File: src/rtl/kitchen_timer_mc.sv
// rtl/kitchen_timer_mc.sv - multi-channel mm:ss kitchen timer core with registered BCD readout
//
// CHANNELS independent timers, each loaded from a clamped 6-bit value and counting
// up (00:00 -> target) or down (target -> 00:00) at a normal or fast rate.
//
// Ports:
//   clock, reset     : single clock domain, synchronous active-high reset
//   num              : load value, values above 59 clamp to 59
//   ch_sel           : channel addressed by commands and shown on the display
//   get_min, get_sec : load target minutes / seconds (rising-edge detected)
//   start            : start the selected channel (rising-edge detected)
//   pause            : toggle pause/resume on the selected channel (rising-edge detected)
//   up               : direction captured at start, 1 = count up
//   fast             : rate for every running channel, 1 = FAST_DIV cycles per second
//   led              : per-channel done indicator
//   min_1..sec_0     : registered BCD digits of the selected channel's count

module kitchen_timer_mc #(
    parameter int CHANNELS = 4,
    parameter int TICK_DIV = 100,
    parameter int FAST_DIV = 1,
    localparam int SEL_W   = (CHANNELS > 1) ? $clog2(CHANNELS) : 1
) (
    input  logic                clock,
    input  logic                reset,
    input  logic [5:0]          num,
    input  logic [SEL_W-1:0]    ch_sel,
    input  logic                get_min,
    input  logic                get_sec,
    input  logic                start,
    input  logic                pause,
    input  logic                up,
    input  logic                fast,
    output logic [CHANNELS-1:0] led,
    output logic [3:0]          min_1,
    output logic [3:0]          min_0,
    output logic [3:0]          sec_1,
    output logic [3:0]          sec_0
);

    localparam int              PW        = $clog2(TICK_DIV);
    localparam logic [PW-1:0]   TICK_LAST = PW'(TICK_DIV - 1);
    localparam logic [PW-1:0]   FAST_LAST = PW'(FAST_DIV - 1);
    localparam logic [SEL_W:0]  CH_LIM    = (SEL_W + 1)'(CHANNELS);

    typedef enum logic [1:0] {
        ST_IDLE   = 2'd0,
        ST_RUN    = 2'd1,
        ST_PAUSED = 2'd2,
        ST_DONE   = 2'd3
    } state_t;

    // Previous samples of {get_min, get_sec, start, pause}; tracked through reset
    // so an input held high across reset release does not produce an event.
    logic [3:0]          cmd_prev_q, cmd_prev_d;
    logic                ev_min, ev_sec, ev_start, ev_pause;
    logic [5:0]          num_sat;
    logic [PW-1:0]       last_presc;
    logic [CHANNELS-1:0] sel_hit;
    logic [CHANNELS-1:0] ld_hit, start_hit, pause_hit;

    state_t              st_q      [CHANNELS];
    state_t              st_d      [CHANNELS];
    logic [5:0]          tgt_min_q [CHANNELS];
    logic [5:0]          tgt_min_d [CHANNELS];
    logic [5:0]          tgt_sec_q [CHANNELS];
    logic [5:0]          tgt_sec_d [CHANNELS];
    logic [5:0]          cnt_min_q [CHANNELS];
    logic [5:0]          cnt_min_d [CHANNELS];
    logic [5:0]          cnt_sec_q [CHANNELS];
    logic [5:0]          cnt_sec_d [CHANNELS];
    logic [PW-1:0]       presc_q   [CHANNELS];
    logic [PW-1:0]       presc_d   [CHANNELS];
    logic [CHANNELS-1:0] dir_q, dir_d;
    logic [CHANNELS-1:0] led_q, led_d;

    logic [5:0]          disp_min, disp_sec;
    logic [3:0]          min_1_q, min_1_d, min_0_q, min_0_d;
    logic [3:0]          sec_1_q, sec_1_d, sec_0_q, sec_0_d;

    // Count has reached its end point for the latched direction.
    function automatic logic at_end(input logic d, input logic [5:0] m, input logic [5:0] s,
                                    input logic [5:0] tm, input logic [5:0] ts);
        return d ? ((m == tm) && (s == ts)) : ((m == 6'd0) && (s == 6'd0));
    endfunction

    // 0..59 to two BCD digits. The units digit only needs the low nibble because
    // v - 10*tens is below 10, so the subtraction is done modulo 16.
    function automatic logic [7:0] to_bcd(input logic [5:0] v);
        logic [3:0] t;
        logic [3:0] sub;
        if (v >= 6'd50) begin
            t = 4'd5; sub = 4'd2;
        end else if (v >= 6'd40) begin
            t = 4'd4; sub = 4'd8;
        end else if (v >= 6'd30) begin
            t = 4'd3; sub = 4'd14;
        end else if (v >= 6'd20) begin
            t = 4'd2; sub = 4'd4;
        end else if (v >= 6'd10) begin
            t = 4'd1; sub = 4'd10;
        end else begin
            t = 4'd0; sub = 4'd0;
        end
        return {t, v[3:0] - sub};
    endfunction

    // Command decode: one event per rising input, routed to the selected channel.
    // A load event masks start and pause; start masks pause.
    always_comb begin
        cmd_prev_d = {get_min, get_sec, start, pause};
        ev_min     = get_min & ~cmd_prev_q[3];
        ev_sec     = get_sec & ~cmd_prev_q[2];
        ev_start   = start   & ~cmd_prev_q[1];
        ev_pause   = pause   & ~cmd_prev_q[0];
        num_sat    = (num > 6'd59) ? 6'd59 : num;
        last_presc = fast ? FAST_LAST : TICK_LAST;
        for (int i = 0; i < CHANNELS; i++) begin
            sel_hit[i]   = ({1'b0, ch_sel} < CH_LIM) && (ch_sel == SEL_W'(i));
            ld_hit[i]    = sel_hit[i] & (ev_min | ev_sec);
            start_hit[i] = sel_hit[i] & ev_start & ~ld_hit[i];
            pause_hit[i] = sel_hit[i] & ev_pause & ~ev_start & ~ld_hit[i];
        end
    end

    // Per-channel next state.
    always_comb begin
        dir_d = dir_q;
        led_d = led_q;
        for (int i = 0; i < CHANNELS; i++) begin
            st_d[i]      = st_q[i];
            tgt_min_d[i] = tgt_min_q[i];
            tgt_sec_d[i] = tgt_sec_q[i];
            cnt_min_d[i] = cnt_min_q[i];
            cnt_sec_d[i] = cnt_sec_q[i];
            presc_d[i]   = presc_q[i];

            if (ld_hit[i] && (st_q[i] == ST_IDLE || st_q[i] == ST_DONE)) begin
                if (ev_min) tgt_min_d[i] = num_sat;
                if (ev_sec) tgt_sec_d[i] = num_sat;
                cnt_min_d[i] = tgt_min_d[i];
                cnt_sec_d[i] = tgt_sec_d[i];
                led_d[i]     = 1'b0;
                st_d[i]      = ST_IDLE;
            end else if (start_hit[i] && (st_q[i] == ST_IDLE || st_q[i] == ST_DONE)) begin
                dir_d[i]     = up;
                presc_d[i]   = '0;
                led_d[i]     = 1'b0;
                cnt_min_d[i] = up ? 6'd0 : tgt_min_q[i];
                cnt_sec_d[i] = up ? 6'd0 : tgt_sec_q[i];
                st_d[i]      = ST_RUN;
            end else if (st_q[i] == ST_RUN) begin
                // A channel started already at its end point (zero target)
                // finishes on the first running edge without ticking.
                if (at_end(dir_q[i], cnt_min_q[i], cnt_sec_q[i], tgt_min_q[i], tgt_sec_q[i])) begin
                    st_d[i]  = ST_DONE;
                    led_d[i] = 1'b1;
                end else begin
                    // >= rather than == so a switch to the fast rate mid-second
                    // ticks immediately instead of wrapping the prescaler.
                    if (presc_q[i] >= last_presc) begin
                        presc_d[i] = '0;
                        if (dir_q[i]) begin
                            if (cnt_sec_q[i] == 6'd59) begin
                                cnt_sec_d[i] = 6'd0;
                                cnt_min_d[i] = cnt_min_q[i] + 6'd1;
                            end else begin
                                cnt_sec_d[i] = cnt_sec_q[i] + 6'd1;
                            end
                        end else begin
                            if (cnt_sec_q[i] == 6'd0) begin
                                cnt_sec_d[i] = 6'd59;
                                cnt_min_d[i] = cnt_min_q[i] - 6'd1;
                            end else begin
                                cnt_sec_d[i] = cnt_sec_q[i] - 6'd1;
                            end
                        end
                    end else begin
                        presc_d[i] = presc_q[i] + PW'(1);
                    end
                    // Completion wins over a pause arriving on the same edge.
                    if (at_end(dir_q[i], cnt_min_d[i], cnt_sec_d[i], tgt_min_q[i], tgt_sec_q[i])) begin
                        st_d[i]  = ST_DONE;
                        led_d[i] = 1'b1;
                    end else if (pause_hit[i]) begin
                        st_d[i] = ST_PAUSED;
                    end
                end
            end else if (st_q[i] == ST_PAUSED && pause_hit[i]) begin
                st_d[i] = ST_RUN;
            end
        end
    end

    // Display mux: out-of-range selection shows 00:00.
    always_comb begin
        disp_min = 6'd0;
        disp_sec = 6'd0;
        for (int i = 0; i < CHANNELS; i++) begin
            if (sel_hit[i]) begin
                disp_min = cnt_min_q[i];
                disp_sec = cnt_sec_q[i];
            end
        end
        {min_1_d, min_0_d} = to_bcd(disp_min);
        {sec_1_d, sec_0_d} = to_bcd(disp_sec);
    end

    always_ff @(posedge clock) begin
        cmd_prev_q <= cmd_prev_d;
        if (reset) begin
            for (int i = 0; i < CHANNELS; i++) begin
                st_q[i]      <= ST_IDLE;
                tgt_min_q[i] <= '0;
                tgt_sec_q[i] <= '0;
                cnt_min_q[i] <= '0;
                cnt_sec_q[i] <= '0;
                presc_q[i]   <= '0;
            end
            dir_q   <= '0;
            led_q   <= '0;
            min_1_q <= '0;
            min_0_q <= '0;
            sec_1_q <= '0;
            sec_0_q <= '0;
        end else begin
            for (int i = 0; i < CHANNELS; i++) begin
                st_q[i]      <= st_d[i];
                tgt_min_q[i] <= tgt_min_d[i];
                tgt_sec_q[i] <= tgt_sec_d[i];
                cnt_min_q[i] <= cnt_min_d[i];
                cnt_sec_q[i] <= cnt_sec_d[i];
                presc_q[i]   <= presc_d[i];
            end
            dir_q   <= dir_d;
            led_q   <= led_d;
            min_1_q <= min_1_d;
            min_0_q <= min_0_d;
            sec_1_q <= sec_1_d;
            sec_0_q <= sec_0_d;
        end
    end

    assign led   = led_q;
    assign min_1 = min_1_q;
    assign min_0 = min_0_q;
    assign sec_1 = sec_1_q;
    assign sec_0 = sec_0_q;

endmodule

File: config.mk
export PLATFORM = sky130hd
export DESIGN_NAME = kitchen_timer_mc
export DESIGN_NICKNAME = d
export VERILOG_FILES = /design/src/rtl/kitchen_timer_mc.sv
export SDC_FILE = /design/constraint.sdc
export NUM_CORES = 1
export LEC_CHECK = 0
export ABC_AREA = 1
export CAP_MARGIN = 20
export CORE_ASPECT_RATIO = 0.75
export CORE_UTILIZATION = 54
export DETAILED_ROUTE_END_ITERATION = 7
export GPL_TIMING_DRIVEN = 0
export MAX_ROUTING_LAYER = met4
export PLACE_DENSITY = 0.81
export REMOVE_ABC_BUFFERS = 1
export SYNTH_ARGS = -nofsm -noshare
export SYNTH_HDL_FRONTEND = slang
export SYNTH_SLANG_ARGS = --single-unit
File: constraint.sdc
create_clock -name clock -period 4.5 [get_ports clock]
set_clock_uncertainty 0.05 [all_clocks]
set_input_delay 0.9 -clock clock [delete_from_list [all_inputs] [get_ports clock]]
set_output_delay 0.9 -clock clock [all_outputs]
set_load 0.005 [all_outputs]
---- Word-level counts from Yosys, hierarchy flattened ----
Memories as Yosys holds them, arrays and structs flattened.
Index checks and enable logic that the tools add are counted.
cells by class
  reductions and logical operators ........ 73
  equality and inequality tests ........... 35
  bitwise gates (word level) .............. 66
  multiplexer cells ....................... 241
  add/sub/neg operators ................... 22
  magnitude comparators ................... 15
operators with widths
  kind                   number
  $mux W6                145
  $mux W7                25
  $eq A6 B6 Y1           16
  $logic_not A6 Y1       16
  $mux W2                36
  $add A6 B1 Y6 const B  8
  $sub A6 B1 Y6 const B  8
  $mux W4                10
  $add A7 B1 Y7 const B  4
  $and A1 B1 Y1          28
  $ge A7 B7 Y1           4
  $logic_and A1 B1 Y1    28
  $or A1 B1 Y1           25
  $eq A6 B6 Y1 const B   4
  $ge A6 B5 Y1 const B   4
  $ge A6 B6 Y1 const B   4
  $mux W1                21
  $eq A2 B2 Y1 const B   10
  $reduce_or A3 Y1       6
  $reduce_and A2 Y1      8
  $not A1 Y1             13
  $ge A6 B4 Y1 const B   2
  $mux W3                4
  $eq A2 B1 Y1 const B   5
  other kinds (6)        18
word-level totals
  bits in registers ....................... 28
  memories ................................ 6
  output and inout bits ................... 20
  memory bits (writable) .................. 132
memories
  memory     words  bits a word  read ports  clocked after Yosys merged registers in  write ports  line  text
  presc_q    4      7            4           0                                        4            72    logic [PW-1:0] presc_q [CHANNELS];
  cnt_min_q  4      6            4           0                                        4            68    logic [5:0] cnt_min_q [CHANNELS];
  cnt_sec_q  4      6            4           0                                        4            70    logic [5:0] cnt_sec_q [CHANNELS];
  tgt_min_q  4      6            4           0                                        4            64    logic [5:0] tgt_min_q [CHANNELS];
  tgt_sec_q  4      6            4           0                                        4            66    logic [5:0] tgt_sec_q [CHANNELS];
  st_q       4      2            4           0                                        4            62    state_t st_q [CHANNELS];

---- Longest topological paths before layout ----
Gate-level depths: netlist (run 1).
  depth in word-level cells ............... 18
  gate-level depth with buffers ........... 20

---- Worst setup path before layout (run 1) ----
OpenSTA, ideal clock, no wires.
  path kind ............................... input to register
  from .................................... input ch_sel[0]
  to ...................................... register sec_0_q[3] (netlist: sec_0[3])
  path slack .............................. 1268 ps
  arrival time ............................ 3067 ps
  stages .................................. 17
  required time ........................... 4335 ps
  library setup time ...................... 115 ps
  path buffers ............................ 2
  path through ............................ buf_4 > nor2_1 > inv_1 > buf_2 > o221ai_1 > o21bai_1 > inv_2 > a21oi_1 > inv_1 > nand2_1 > nand2_1 > ha_1 > fa_1 > xor2_1 > nand3_1 > nand2_1 > nor2_1
between the ends
  cells in the longest elaborated chain, start to end .. 12
RTL lines
  item                    line  text
  start: declaration      27    input logic [SEL_W-1:0] ch_sel,
  $logic_not A2 Y1        119   sel_hit[i] = ({1'b0, ch_sel} < CH_LIM) && (ch_sel == SEL_W'(i));
  $mux W6 (3 in series)   200   if (sel_hit[i]) begin
  $mux W6 (*)             200
  $ge A6 B4 Y1            100   end else if (v >= 6'd10) begin
  $mux W4                 100
  $mux W4                 98    end else if (v >= 6'd20) begin
  $mux W4                 96    end else if (v >= 6'd30) begin
  $mux W4                 94    end else if (v >= 6'd40) begin
  $mux W4                 92    if (v >= 6'd50) begin
  $sub A4 B4 Y4 (*)       105   return {t, v[3:0] - sub};
  end signal: assignment  225   sec_0_q <= '0;
  end signal: assignment  240   sec_0_q <= sec_0_d;
  end: declaration        79    logic [3:0] sec_1_q, sec_1_d, sec_0_q, sec_0_d;
Mark *: on every way between the ends. The rest lies on a longest branch, timed or not.
A chain may end at the register's enable or synchronous reset.

==> impl_metrics.ini, run 1 <==
[timing]
worst-slew-pin-transition_ns = 0.799
max_clock_freq_mhz = 232
period_minus_slack_ns = 4.31
setup_repair_after_global_routing_missed_its_margin = false
timing.final.crit_share_pct = 95.7
drv_slew = 0
hold_ws_ns = 0.403
slew_headroom_pct = 46.3
fin_ws_ns = 0.193
setup_viol_count_final = 0
timing_hold_violations_final = 0
tns_ns = 0

[cells_and_area]
finalNetCount = 2056
antenna-diode-count = 0
area_delta_synth_final_pct = 7.42
drive_gt1_share_pct = 7.34
post_route_utilization_pct = 60.2
final_instance_area_um2 = 13500

[setup_path]
crit_path_cell_trace = clkdlybuf4s50_1 > inv_1 > nor2_2 > buf_8 > inv_2 > nand2_1 > inv_1 > nor2_2 > nor2_2 > nand2_1 > o21ai_0 > a41oi_1
cp_slowest_stage_delay_ns = 0.66
critPathKind = input pin to flop
critical_path_most_common_cell = sky130_fd_sc_hd__nor2_2
worst-endpoint-required_ns = 4.80
timing.critical_path.to = cnt_min_q[1][4]
reg2reg_depth = 10
rrSetupSlack_ns = 0.85
critPathCaptureType = flop
worst-endpoint-arrival_ns = 4.61
timing.critical_path.from_type = input pin
reg2reg_from = cmd_prev_q[3]
worst_setup_path_startpoint = get_min
worst_reg2reg_path_endpoint = cnt_min_q[1][4]
critPathSlowestCell = sky130_fd_sc_hd__nand2_1
crit_fanout = 24

[drt]
drt_first_iter_violations = 2148
num_vias = 13900
post_drt_via_cell_ratio = 6.04
final_antenna_net_count = 0
detail_route.wirelength_um = 41800
post-route-drc-count = 0
number_of_detailed_routing_iterations_run_before_antenna_repair = 6
avgRoutedWirePerCell_um = 18.2

[global_route]
grt_first_pass_wirelength_um = 65900
maximum_number_of_pins_on_one_net_before_global_route_repair = 42
globalRouteOverflowTotal = 0
track_usage_pct = 36.4
grt_pass1_vias = 12300
grt_antenna_before_repair = 0

[power_and_ir_drop]
power_density_nw_per_um2 = 364
cellLeakagePower_nw = 5.71
p_int_w = 0.00287
switching_share_pct = 41.8
seq_power_share_pct = 34.0
share_comb_of_total_power_pct = 37.4
p_sw_w = 0.00206
worst_ir_drop_vdd_mv = 0.274
power_frac_clock_pct = 28.6

[floorplanning]
core_region_area_um2 = 22500
fp-row-count = 47
io-pin-count = 36
chipHeight_um = 134
die_area_um2 = 23900
starting_density_pct = 56.1
chipWidth_um = 178

[clock_network]
cts.hold.buffers_added = 0
post-cts-setup-buffer-count = 0
clk_root_buffer_cell = sky130_fd_sc_hd__clkbuf_16
clk_pin_slew_ns = 0.07
post_cts_resize_count = 2
cts_max_level = 4
clk_latency_ns = 0.45
cts_buffers = 17
cts_num_sinks = 158
clk_path_buf_depth = 2
tritoncts_clock_tree = built

[synthesis]
muxShareOfSynthArea_pct = 0
synth.cell_area_um2 = 12600
synth-warning-count = 0
synth_top_area_share_pct = 25.1
synth_seq_area_share_pct = 25.1
ys_seq_elements = 158
yosys.area_share.simple_pct = 34.4
syn-mean-instance-area_um2 = 6.28
synthDistinctLibCells = 62
synth_top_cell_by_area = sky130_fd_sc_hd__dfxtp_1
synth_compound_gate_area_share_pct = 19.8
asyncSetResetFlopFracSynth_pct = 0
synth_top_family_by_area = simple AND/OR/NAND/NOR gates
ys_top_cells_by_area = sky130_fd_sc_hd__dfxtp_1 (25%), sky130_fd_sc_hd__nand2_1 (16%), sky130_fd_sc_hd__inv_1 (6.2%), sky130_fd_sc_hd__o21ai_0 (6.1%), sky130_fd_sc_hd__nand3_1 (5.6%)
synthCells = 2006
synth_xor_xnor_area_share_pct = 5.01
postSynth.topFlopCell = sky130_fd_sc_hd__dfxtp_1
synth_enable_flop_cells = 0
synth_adder_area_share_pct = 5.13

[min_path]
min_path_type = flop to flop

[place]
placement.cell_area_um2 = 13000
half_perimeter_wire_length_of_the_detailed_placement_result_um = 30700
gpl.final_weighted_congestion = 1.00
port-buffer-count = 33
dp_slack_ns = -0.601

[outcome]
run_status = finished, final reports clean

[run]
cap_viol_max_count = 0
## routing by layer
layer | wire (µm) | share of wire (%) | GRT usage [%] | vias to the layer above
li1 | - | - | - | 6653
met1 | 18600 | 45 | 51.5 | 6295
met2 | 17000 | 41 | 51.4 | 830
met3 | 5040 | 12 | 7.00 | 84
met4 | 1180 | 2.8 | 11.8 | 0
met5 | 0 | 0 | - | -
## cell type report
class / count / area (µm²)
Sequential cell: 158 / 3160
Tap cell: 294 / 368
Inverter: 244 / 917
Clock buffer: 19 / 443
Clock inverter: 13 / 109
Timing Repair Buffer: 38 / 410
Multi-Input combinational cell: 1530 / 8120
Fill cell: 2185 / 8930
## cell usage after synthesis (32+ instances only)
| cell | number |
|---|---|
| sky130_fd_sc_hd__a21oi_1 | 102 |
| sky130_fd_sc_hd__dfxtp_1 | 158 |
| sky130_fd_sc_hd__ha_1 | 50 |
| sky130_fd_sc_hd__inv_1 | 208 |
| sky130_fd_sc_hd__inv_2 | 32 |
| sky130_fd_sc_hd__nand2_1 | 533 |
| sky130_fd_sc_hd__nand3_1 | 142 |
| sky130_fd_sc_hd__nand4_1 | 46 |
| sky130_fd_sc_hd__nor2_1 | 163 |
| sky130_fd_sc_hd__o21ai_0 | 154 |
| sky130_fd_sc_hd__o22ai_1 | 65 |
| sky130_fd_sc_hd__xor2_1 | 45 |
## sequential cells by signal, indices dropped and copies added, names as in the netlist, 4 cells and up
register and count:
st_q 8, cmd_prev_q 4, cnt_min_q 24, presc_q 28, tgt_min_q 24, dir_q 4, tgt_sec_q 24, cnt_sec_q 24
sec_0 4, led 4, min_0 4
## stage by stage
step / cells / total power [W]
6_report: 2296 / 0.00493
5_1_grt: 2296 / 0.00521
4_1_cts: 2295 / 0.00486
3_5_place_dp: 2263 / 0.00347
3_3_place_gp: 2259 / 0.00343
2_1_floorplan: 1932 / 0.00294
## logic make-up (layout without fill, tap and decap cells)
kind of cell / after synthesis / count (layout)
compound gates: 426 / 426
xor+xnor: 72 / 72
fa+ha+maj: 51 / 51
flops: 158 / 158
other cells: 1 / 2
buf+inv: 319 / 314
simple gates: 979 / 979
## worst max-delay path: cells and delay by family
kind / cells / cell delay (ns)
buffers and inverters: 5 / 1.09
AOI/OAI and AO/OA: 2 / 0.38
and+or+nand+nor: 5 / 2.21
## cell usage in the layout (no fill, tap or decap), drive strengths merged, types with 6 or more instances in the layout
cell type,instances
a211oi,17
a21oi,103
a31oi,21
a41oi,10
buf,6
clkbuf,20
clkdlybuf4s50,31
clkinv,9
dfxtp,158
ha,50
inv,244
nand2,552
nand3,150
nand3b,6
nand4,49
nor2,189
nor3,20
o211ai,12
o21ai,175
o221ai,10
o22ai,65
xnor2,27
xor2,45
## power groups by stage
stage / Clock [W] / Sequential, W / Combinational [W]
6_report: 0.00141 / 0.00168 / 0.00184
5_1_grt: 0.00147 / 0.00169 / 0.00205
4_1_cts: 0.00141 / 0.00167 / 0.00178
3_5_place_dp: 0 / 0.00170 / 0.00177
3_3_place_gp: 0 / 0.00169 / 0.00174
2_1_floorplan: 0 / 0.00164 / 0.00130
## how the worst min path moves through the flow
stage	start	to	slack (ns)	depth (start not counted)
finish	led[2]	led[2]	0.40	2
global route	led[2]	led[2]	0.44	2
CTS	led[2]	led[2]	0.41	2
global placement	led[2]	led[2]	0.39	2
floorplan	led[1]	led[1]	0.39	2
detailed placement	led[2]	led[2]	0.39	2
No activity file was read; power rests on OpenSTA's default activity.
==> run 2, diff against run 1 <==
- CORE_UTILIZATION: 54 -> 40
- PLACE_DENSITY: 0.81 -> 0.66
==> run 2 against run 1 <==
Compared with the run above:
- sequential share of layout area fell by 0.23 points
- register-to-register slack improved by 0.05 ns
- maximum frequency rose by 1.7%
==> impl_metrics.ini, run 2 (synthesized netlist as in run 1, its figures left out) <==
[run]
cap_viol_max_count = 0

[timing]
period_minus_slack_ns = 4.23
timing.final.crit_share_pct = 94.1
drv_slew = 0
fin_ws_ns = 0.265
worst-slew-pin-transition_ns = 1.07
setup_viol_count_final = 0
timing_hold_violations_final = 0
setup_repair_after_global_routing_missed_its_margin = false
slew_headroom_pct = 28.2
max_clock_freq_mhz = 236
hold_ws_ns = 0.400

[clock_network]
tritoncts_clock_tree = built
clk_latency_ns = 0.45
clk_root_buffer_cell = sky130_fd_sc_hd__clkbuf_16
cts.hold.buffers_added = 0
cts_num_sinks = 158
post-cts-setup-buffer-count = 0
cts_buffers = 17
clk_path_buf_depth = 2
cts_max_level = 4
clk_pin_slew_ns = 0.06

[min_path]
min_path_type = flop to flop

[cells_and_area]
multi_input_comb_area_um2 = 8110
mostFrequentLayoutCell = sky130_fd_sc_hd__nand2_1
largest_reg_by_ff_count = presc_q
antenna-diode-count = 0
most-common-layout-cells = sky130_fd_sc_hd__nand2_1 (533), sky130_fd_sc_hd__inv_1 (208), sky130_fd_sc_hd__nor2_1 (161)
drive_gt1_share_pct = 7.15
area_delta_synth_final_pct = 8.47
area.sequential_um2 = 3160
finalNetCount = 2055
fillerInstances = 3167
largest_reg_flops = 28

[global_route]
grt_pass1_vias = 12100
grt_busiest_layer = met2
met1_usage_pct = 39.1
track_usage_pct = 27.7
maximum_number_of_pins_on_one_net_before_global_route_repair = 66
gr-usage-met3_pct = 5.79
globalRouteOverflowTotal = 0
use_met2_pct = 39.6
grt_first_pass_wirelength_um = 67300
grt_antenna_before_repair = 0

[outcome]
run_status = finished, final reports clean

[floorplanning]
die_area_um2 = 32200
chipHeight_um = 156
core_region_area_um2 = 30600
starting_density_pct = 41.2
chipWidth_um = 207
fp-row-count = 55
io-pin-count = 36

[place]
dp_slack_ns = -0.613
gpl.final_weighted_congestion = 0.970
half_perimeter_wire_length_of_the_detailed_placement_result_um = 31100
port-buffer-count = 33

[power_and_ir_drop]
power_frac_clock_pct = 29.7
share_comb_of_total_power_pct = 36.5
seq_power_share_pct = 33.7
cellLeakagePower_nw = 5.72
power_density_nw_per_um2 = 364
p_sw_w = 0.00200
worst_ir_drop_vdd_mv = 0.206
p_int_w = 0.00297
switching_share_pct = 40.3

[drt]
avgRoutedWirePerCell_um = 17.7
num_vias = 13500
post-route-drc-count = 0
number_of_detailed_routing_iterations_run_before_antenna_repair = 8
final_antenna_net_count = 0
post_drt_via_cell_ratio = 5.63
drt_first_iter_violations = 1472
detail_route.wirelength_um = 42500

[setup_path]
worst-endpoint-arrival_ns = 4.54
crit_fanout = 16
critPathKind = input pin to flop
timing.critical_path.from_type = input pin
critPathCaptureType = flop
worst-endpoint-required_ns = 4.81
## run 2: worst max-delay path, stage by stage
cell                              delay (ns)
sky130_fd_sc_hd__clkdlybuf4s50_1        0.47
sky130_fd_sc_hd__inv_1                  0.05
sky130_fd_sc_hd__nor2_2                 0.49
sky130_fd_sc_hd__buf_8                  0.26
sky130_fd_sc_hd__inv_2                  0.17
sky130_fd_sc_hd__nand2_1                0.15
sky130_fd_sc_hd__inv_1                  0.11
sky130_fd_sc_hd__nor2_1                 0.82
sky130_fd_sc_hd__inv_2                  0.27
sky130_fd_sc_hd__nand2_1                0.38
sky130_fd_sc_hd__o21ai_1                0.22
sky130_fd_sc_hd__a211oi_1               0.23
## run 2: layer usage
metal	part of all wire, %	vias to the layer above
met2	42	576
met3	9.6	49
met1	47	6219
li1	-	6654
met4	1.8	0
met5	0	-
## run 2: cell type report
type,instances,share of cell area [%]
tap,399,3.65
multi-input combinational,1530,59.4
clock buffer,23,3.64
timing repair buffer,37,2.87
inverter,244,6.71
clock inverter,8,0.595
sequential,158,23.1
## run 2: through the flow
stage               total power [W]  TNS (ns)  cell area, µm²  util (%)  cells
floorplan                   0.00294         0           12200         -   1932
global placement            0.00345   -288.51           13000      42.6   2364
detailed placement          0.00347     -9.55           13100      42.8   2368
CTS                         0.00495         0           13700      44.7   2399
global route                0.00529         0           13700      44.7   2399
finish                      0.00497         0           13700      44.7   2399
## run 2: worst paths after layout
kind | end | slack (ns) | depth (start not counted) | from
min | led[2] | 0.40 | 2 | led[2]
max | presc_q[2][4] | 0.27 | 12 | get_sec
min reg2reg | led[2] | 0.40 | 2 | led[2]
max reg2reg | presc_q[2][4] | 0.90 | 10 | cmd_prev_q[2]
## run 2: timing repair
action,4_1_cts,5_1_grt
resized for setup,1,3
gates cloned,0,0
hold endpoints to repair,0,0
endpoints found under the setup margin,6,16
## run 2: power by group through the flow
stage,sequential [W],combinational (W),clock (W)
floorplan,0.00164,0.00130,0
finish,0.00168,0.00182,0.00148
detailed placement,0.00170,0.00177,0
CTS,0.00167,0.00178,0.00150
global placement,0.00170,0.00176,0
global route,0.00169,0.00204,0.00156
